File: config.mk
export PLATFORM = sky130hd
export DESIGN_NAME = sw_dma_writer
export DESIGN_NICKNAME = d
export VERILOG_FILES = /design/src/rtl/sw_dma_writer_pkg.sv /design/src/rtl/sw_dma_writer_csr.sv /design/src/rtl/sw_dma_writer.sv
export SDC_FILE = /design/constraint.sdc
export NUM_CORES = 1
export LEC_CHECK = 0
export CAP_MARGIN = 30
export CORE_ASPECT_RATIO = 2
export CORE_MARGIN = 2
export CORE_UTILIZATION = 38
export DETAILED_ROUTE_END_ITERATION = 6
export PLACE_DENSITY = 0.73
export SYNTH_ARGS = -nofsm -noshare
export SYNTH_HDL_FRONTEND = slang
export SYNTH_SLANG_ARGS = --single-unit
File: constraint.sdc
create_clock -name clk -period 2.82 [get_ports clk]
set_input_delay 0.282 -clock clk [delete_from_list [all_inputs] [get_ports clk]]
set_output_delay 0.282 -clock clk [all_outputs]
set_load 0.05 [all_outputs]
File: src/rtl/sw_dma_writer_pkg.sv
// Shared definitions for the switch-sampling write DMA: CSR word offsets,
// CTRL/STATUS bit positions and the engine state encoding.
package sw_dma_writer_pkg;

    // CSR word offsets on the slave port
    localparam logic [1:0] CSR_DST    = 2'd0;
    localparam logic [1:0] CSR_COUNT  = 2'd1;
    localparam logic [1:0] CSR_CTRL   = 2'd2;
    localparam logic [1:0] CSR_STATUS = 2'd3;

    // CTRL bits: go and abort are strobes, irq_en is stored
    localparam int CTRL_GO     = 0;
    localparam int CTRL_ABORT  = 1;
    localparam int CTRL_IRQ_EN = 2;

    // STATUS bits: remaining word count sits in the upper half-word
    localparam int STATUS_BUSY    = 0;
    localparam int STATUS_DONE    = 1;
    localparam int STATUS_REM_LSB = 16;

    typedef enum logic {
        IDLE = 1'b0,
        XFER = 1'b1
    } state_t;

endpackage

File: src/rtl/sw_dma_writer_csr.sv
// CSR slave for the write DMA: DST/COUNT/CTRL storage, STATUS readback and
// decode of the self-clearing go/abort strobes and the STATUS done-clear.
module sw_dma_writer_csr
    import sw_dma_writer_pkg::*;
#(
    parameter int ADDR_W = 32,
    parameter int CNT_W  = 16
) (
    input  logic              clk,
    input  logic              reset_n,
    input  logic [1:0]        avs_address,
    input  logic              avs_read,
    input  logic              avs_write,
    input  logic [31:0]       avs_writedata,
    output logic [31:0]       avs_readdata,
    input  logic              busy,
    input  logic              done,
    input  logic [CNT_W-1:0]  remaining,
    output logic [ADDR_W-1:0] dst,
    output logic [CNT_W-1:0]  count,
    output logic              irq_en,
    output logic              go,
    output logic              abort,
    output logic              status_clr
);

    logic [ADDR_W-1:0] dst_q, dst_d;
    logic [CNT_W-1:0]  count_q, count_d;
    logic              irq_en_q, irq_en_d;
    logic [31:0]       rdata_q, rdata_d;

    // Strobes act on the same edge the write is sampled, so they never read back
    assign go         = avs_write && (avs_address == CSR_CTRL) && avs_writedata[CTRL_GO];
    assign abort      = avs_write && (avs_address == CSR_CTRL) && avs_writedata[CTRL_ABORT];
    assign status_clr = avs_write && (avs_address == CSR_STATUS);

    assign dst          = dst_q;
    assign count        = count_q;
    assign irq_en       = irq_en_q;
    assign avs_readdata = rdata_q;

    // Register updates (DST/COUNT frozen while busy) and the readLatency=1 read mux
    always_comb begin
        dst_d    = dst_q;
        count_d  = count_q;
        irq_en_d = irq_en_q;
        rdata_d  = '0;
        if (avs_write) begin
            case (avs_address)
                CSR_DST:   if (!busy) dst_d = {avs_writedata[ADDR_W-1:2], 2'b00};
                CSR_COUNT: if (!busy) count_d = avs_writedata[CNT_W-1:0];
                CSR_CTRL:  irq_en_d = avs_writedata[CTRL_IRQ_EN];
                default:   ;
            endcase
        end
        if (avs_read) begin
            case (avs_address)
                CSR_DST:   rdata_d = 32'(dst_q);
                CSR_COUNT: rdata_d = 32'(count_q);
                CSR_CTRL:  rdata_d[CTRL_IRQ_EN] = irq_en_q;
                default: begin
                    rdata_d[STATUS_BUSY] = busy;
                    rdata_d[STATUS_DONE] = done;
                    rdata_d[31:STATUS_REM_LSB] = 16'(remaining);
                end
            endcase
        end
    end

    // CSR storage and registered read data
    always_ff @(posedge clk or negedge reset_n) begin
        if (!reset_n) begin
            dst_q    <= '0;
            count_q  <= '0;
            irq_en_q <= 1'b0;
            rdata_q  <= '0;
        end else begin
            dst_q    <= dst_d;
            count_q  <= count_d;
            irq_en_q <= irq_en_d;
            rdata_q  <= rdata_d;
        end
    end

endmodule

File: src/rtl/sw_dma_writer.sv
// Write DMA: streams {seq, sample} words to consecutive word addresses on an
// Avalon-MM master after the HPS programs DST/COUNT and writes go.
module sw_dma_writer
    import sw_dma_writer_pkg::*;
#(
    parameter int ADDR_W   = 32,
    parameter int CNT_W    = 16,
    parameter int SAMPLE_W = 10
) (
    input  logic                clk,
    input  logic                reset_n,
    input  logic [1:0]          avs_address,
    input  logic                avs_read,
    input  logic                avs_write,
    input  logic [31:0]         avs_writedata,
    output logic [31:0]         avs_readdata,
    output logic [ADDR_W-1:0]   avm_address,
    output logic                avm_write,
    output logic [31:0]         avm_writedata,
    output logic [3:0]          avm_byteenable,
    input  logic                avm_waitrequest,
    input  logic [SAMPLE_W-1:0] sample,
    output logic                irq,
    output logic                dbg_state
);

    localparam int SEQ_W = 32 - SAMPLE_W;

    // Handshake: a beat is presented while avm_write=1 with address/data held
    // constant; it is accepted on an edge where avm_waitrequest=0, and only then
    // may the next beat (or the drop of avm_write) appear.

    state_t              state_q, state_d;
    logic [ADDR_W-1:0]   addr_q, addr_d;
    logic [CNT_W-1:0]    rem_q, rem_d, rem_dec;
    logic [SEQ_W-1:0]    seq_q, seq_d;
    logic [SAMPLE_W-1:0] samp_q, samp_d;
    logic                done_q, done_d;
    logic                abort_pend_q, abort_pend_d;
    logic                write_q, write_d;

    logic [ADDR_W-1:0]   dst;
    logic [CNT_W-1:0]    count;
    logic                irq_en, go, abort, status_clr, busy, accept;

    assign busy           = (state_q == XFER);
    assign accept         = write_q && !avm_waitrequest;
    assign rem_dec        = rem_q - CNT_W'(1);
    assign avm_write      = write_q;
    assign avm_address    = addr_q;
    assign avm_writedata  = {seq_q, samp_q};
    assign avm_byteenable = 4'hF;
    assign irq            = done_q && irq_en;
    assign dbg_state      = busy;

    sw_dma_writer_csr #(
        .ADDR_W (ADDR_W),
        .CNT_W  (CNT_W)
    ) u_csr (
        .clk           (clk),
        .reset_n       (reset_n),
        .avs_address   (avs_address),
        .avs_read      (avs_read),
        .avs_write     (avs_write),
        .avs_writedata (avs_writedata),
        .avs_readdata  (avs_readdata),
        .busy          (busy),
        .done          (done_q),
        .remaining     (rem_q),
        .dst           (dst),
        .count         (count),
        .irq_en        (irq_en),
        .go            (go),
        .abort         (abort),
        .status_clr    (status_clr)
    );

    // Next-state logic: start on go, advance on every accepted beat, stop on
    // the last beat or the first acceptance after an abort request
    always_comb begin
        state_d      = state_q;
        addr_d       = addr_q;
        rem_d        = rem_q;
        seq_d        = seq_q;
        samp_d       = samp_q;
        done_d       = done_q;
        abort_pend_d = abort_pend_q;
        write_d      = write_q;
        case (state_q)
            IDLE: begin
                abort_pend_d = 1'b0;
                if (status_clr) done_d = 1'b0;
                if (go) begin
                    if (count != '0) begin
                        state_d = XFER;
                        write_d = 1'b1;
                        addr_d  = dst;
                        rem_d   = count;
                        seq_d   = '0;
                        samp_d  = sample;
                        done_d  = 1'b0;
                    end else begin
                        done_d = 1'b1;
                    end
                end
            end
            XFER: begin
                if (abort) abort_pend_d = 1'b1;
                if (accept) begin
                    addr_d = addr_q + ADDR_W'(4);
                    rem_d  = rem_dec;
                    seq_d  = seq_q + SEQ_W'(1);
                    samp_d = sample;
                    if (rem_dec == '0 || abort_pend_q || abort) begin
                        state_d      = IDLE;
                        write_d      = 1'b0;
                        done_d       = 1'b1;
                        abort_pend_d = 1'b0;
                    end
                end
            end
            default: state_d = IDLE;
        endcase
    end

    // FSM and datapath registers; reset drops avm_write immediately
    always_ff @(posedge clk or negedge reset_n) begin
        if (!reset_n) begin
            state_q      <= IDLE;
            addr_q       <= '0;
            rem_q        <= '0;
            seq_q        <= '0;
            samp_q       <= '0;
            done_q       <= 1'b0;
            abort_pend_q <= 1'b0;
            write_q      <= 1'b0;
        end else begin
            state_q      <= state_d;
            addr_q       <= addr_d;
            rem_q        <= rem_d;
            seq_q        <= seq_d;
            samp_q       <= samp_d;
            done_q       <= done_d;
            abort_pend_q <= abort_pend_d;
            write_q      <= write_d;
        end
    end

endmodule

==> results.py <==
metrics = {
    "critical_path": {
        "crit_path_max_fanout": 42,
        "r2r_slack_ns": 0.35,
        "cp-start-kind": "register",
        "worst_setup_path_end_kind": "output port",
        "cp.arrival_ns": 2.21,
        "crit_type": "reg2out",
        "worstPathRequired_ns": 2.54,
    },
    "timing": {
        "final.setup.worst_slack_ns": 0.3280,
        "rsz0062_at_grt": "false",
        "period_needed_ns": 2.492,
        "period_share_pct": 88.37,
        "fin_hold_ws_ns": 0.3612,
        "relSlewSlack_pct": 29.56,
        "tightest_slew_ns": 1.053,
        "finalMaxSlewViolations": 0,
        "final-hold-violation-count": 0,
        "max_freq_ghz": 0.4013,
        "setup-violations-final": 0,
        "fin_skew_ns": 0.008009,
        "tns_ns": 0,
    },
    "final_layout": {
        "layout-drive-gt1-share_pct": 13.43,
        "fin_nets": 978,
        "area_growth_pct": 31.07,
        "fin_area_um2": 10260,
        "antennaDiodeCount": 0,
    },
    "clock_network": {
        "cts_sinks": 161,
        "insertion_delay_ns": 0.45,
        "cts_tree": "done",
        "max-clock-path-buffers": 2,
        "cts-root-buf": "clkbuf_16",
        "ctsHtreeMaxLevel": 4,
        "numCtsBuffers": 17,
        "cts-resized-gates": 0,
        "clkTransAtPathRegs_ns": 0.07,
    },
    "floorplan": {
        "ios": 152,
        "row_count": 74,
        "initial_utilization_pct": 38.60,
        "dieHeight_um": 207.0,
        "die_area_um2": 21830,
        "die_w_um": 105.5,
        "fp.coreArea_um2": 20280,
    },
    "synthesis": {
        "post-synth-top-area-fraction_pct": 51.47,
        "synthArstFlopShare_pct": 100.0,
        "netlist_area_um2": 7828,
        "synth.distinct_cells": 52,
        "synth_most_common_cell": "dfrtp_1",
        "synth_edf_count": 0,
        "synth_area_per_cell_um2": 10.02,
        "syn_inst": 781,
        "synth_area_leaders": "dfrtp_1, mux2_2, nand2_1",
        "ys_seq_elements": 161,
        "ys_seq_area_share_pct": 51.47,
        "synth_warnings": 0,
        "yosysTopAreaCell": "dfrtp_1",
        "synthTopCellsByCount": "dfrtp_1, nand2_1, a21oi_1",
        "ys.flop_type": "dfrtp_1",
    },
    "power_and_ir_drop": {
        "vdd_drop_max_uv": 661.3,
        "p_sw_share_pct": 45.37,
        "seqPwrFrac_pct": 38.5,
        "power_mw": 11.21,
        "power_frac_comb_pct": 41.2,
        "internal_power_mw": 6.122,
        "clkPwrFrac_pct": 20.3,
        "switchingPower_mw": 5.083,
        "power.density_nw_per_um2": 1092,
        "total_leakage_power_nw": 4.297,
    },
    "place": {
        "place_congestion": 0.8800,
        "portBuffers": 145,
        "place_area_um2": 9676,
        "dp_hpwl_mm": 17.44,
        "pre_cts_ws_ns": 0.2021,
    },
    "route": {
        "drtIter0Drc": 423,
        "final_antenna_net_count": 0,
        "wirelength_mm": 23.74,
        "vias": 6743,
        "vias_per_cell": 5.600,
        "first_pass_iters": 6,
        "drc_errors": 0,
        "wl_per_cell_um": 19.72,
    },
    "global_route": {
        "grt_pass1_wl_mm": 37.29,
        "grt_max_degree": 63,
        "grt_use_total_pct": 22.40,
        "grt_pass1_vias": 6773,
        "antenna_found_initial": 0,
        "grt_overflow": 0,
    },
    "status": {
        "outcome": "completed",
    },
    "run": {
        "max-cap-violations": 0,
    },
    "worst_hold_path": {
        "hp-class": "in2async",
    },
}
## through the flow
stage	cells	util (%)
floorplan	785	-
global placement	1171	47.72
detailed placement	1171	47.72
CTS	1204	50.60
global route	1204	50.60
finish	1204	50.60
## registers in the layout, indices dropped and copies added, names as in the netlist
name and count:
rem_q 16, avm_write 1, avm_address 30, u_csr.count 16
seq_q 22, u_csr.avs_readdata 32, u_csr.irq_en 1, u_csr.dst 30
abort_pend_q 1, dbg_state 1, done_q 1, samp_q 10
## layer usage
| metal | global-route usage, % | routed length, µm | vias up |
|---|---|---|---|
| li1 | - | - | 3112 |
| met1 | 22.82 | 8309 | 3285 |
| met2 | 40.88 | 12830 | 262 |
| met3 | 4.050 | 1037 | 84 |
| met4 | 15.71 | 1564 | 0 |
| met5 | 0 | 0 | - |
## worst max-delay path, stage by stage (launching register included)
cell and delay [ns]:
dfrtp_2 0.42, buf_4 0.45, clkdlybuf4s50_1 0.90
## final timing paths
| kind | startpoint | to | cells after the start |
|---|---|---|---|
| max | dbg_state | dbg_state | 2 |
| max reg2reg | u_csr.count[4] | rem_q[13] | 7 |
| max in group asynchronous | reset_n | samp_q[6] | 3 |
| min reg2reg | samp_q[9] | samp_q[9] | 2 |
| min | reset_n | u_csr.avs_readdata[7] | 2 |
| min in group clk | sample[4] | samp_q[4] | 3 |
## area by class of cell
| type | count | area [µm²] |
|---|---|---|
| Fill cell | 1821 | 10020 |
| Clock buffer | 18 | 439.2 |
| Timing Repair Buffer | 176 | 1725 |
| Multi-Input combinational cell | 560 | 3563 |
| Tap cell | 266 | 332.8 |
| Inverter | 9 | 33.78 |
| Clock inverter | 14 | 135.1 |
| Sequential cell | 161 | 4030 |
## power groups by stage
stage                     combinational, mW  sequential [mW]  clock [mW]
after detailed placement               4.61             4.32           0
after global placement                 4.53             4.30           0
after CTS                              4.63             4.28        2.32
after global routing                   4.95             4.40        2.42
final                                  4.62             4.31        2.28
after floorplan                        1.89             5.13           0
## cells in the final DEF (no fill, tap or decap), types with 7 or more instances in the layout
master           count
nor2b_1             17
nand4_1             10
a22oi_1             16
inv_1                9
buf_4               27
nor3_1              14
xor2_1               7
o21ai_0             43
nand2_1             82
or3_1                7
o22ai_1             27
xnor2_1             10
and2_1               7
dfrtp_1            160
a21oi_1             51
nor2_1              50
clkdlybuf4s50_1    144
nand3_1             36
inv_6                7
mux2_2              49
and3_1              16
clkbuf_16           17
nor4_1              14
mux2i_1             28
## cell families (layout without fill, tap and decap cells)
family	Yosys count	after routing	synth area share [%]
simple gates	286	286	18.81
flops	161	161	51.47
mux	77	77	10.63
xor+xnor	17	17	1.902
compound gates	170	170	13.03
other cells	2	6	0.09594
buf+inv	64	217	3.421
fa+ha+maj	4	4	0.6394
## timing repair
| action | CTS | global route |
|---|---|---|
| buffers inserted | 0 | 0 |
| endpoints found under the hold margin | 55 | 0 |
| hold buffers | 1 | 0 |
| endpoints found under the setup margin | 0 | 0 |
No activity file was read; power rests on OpenSTA's default activity.
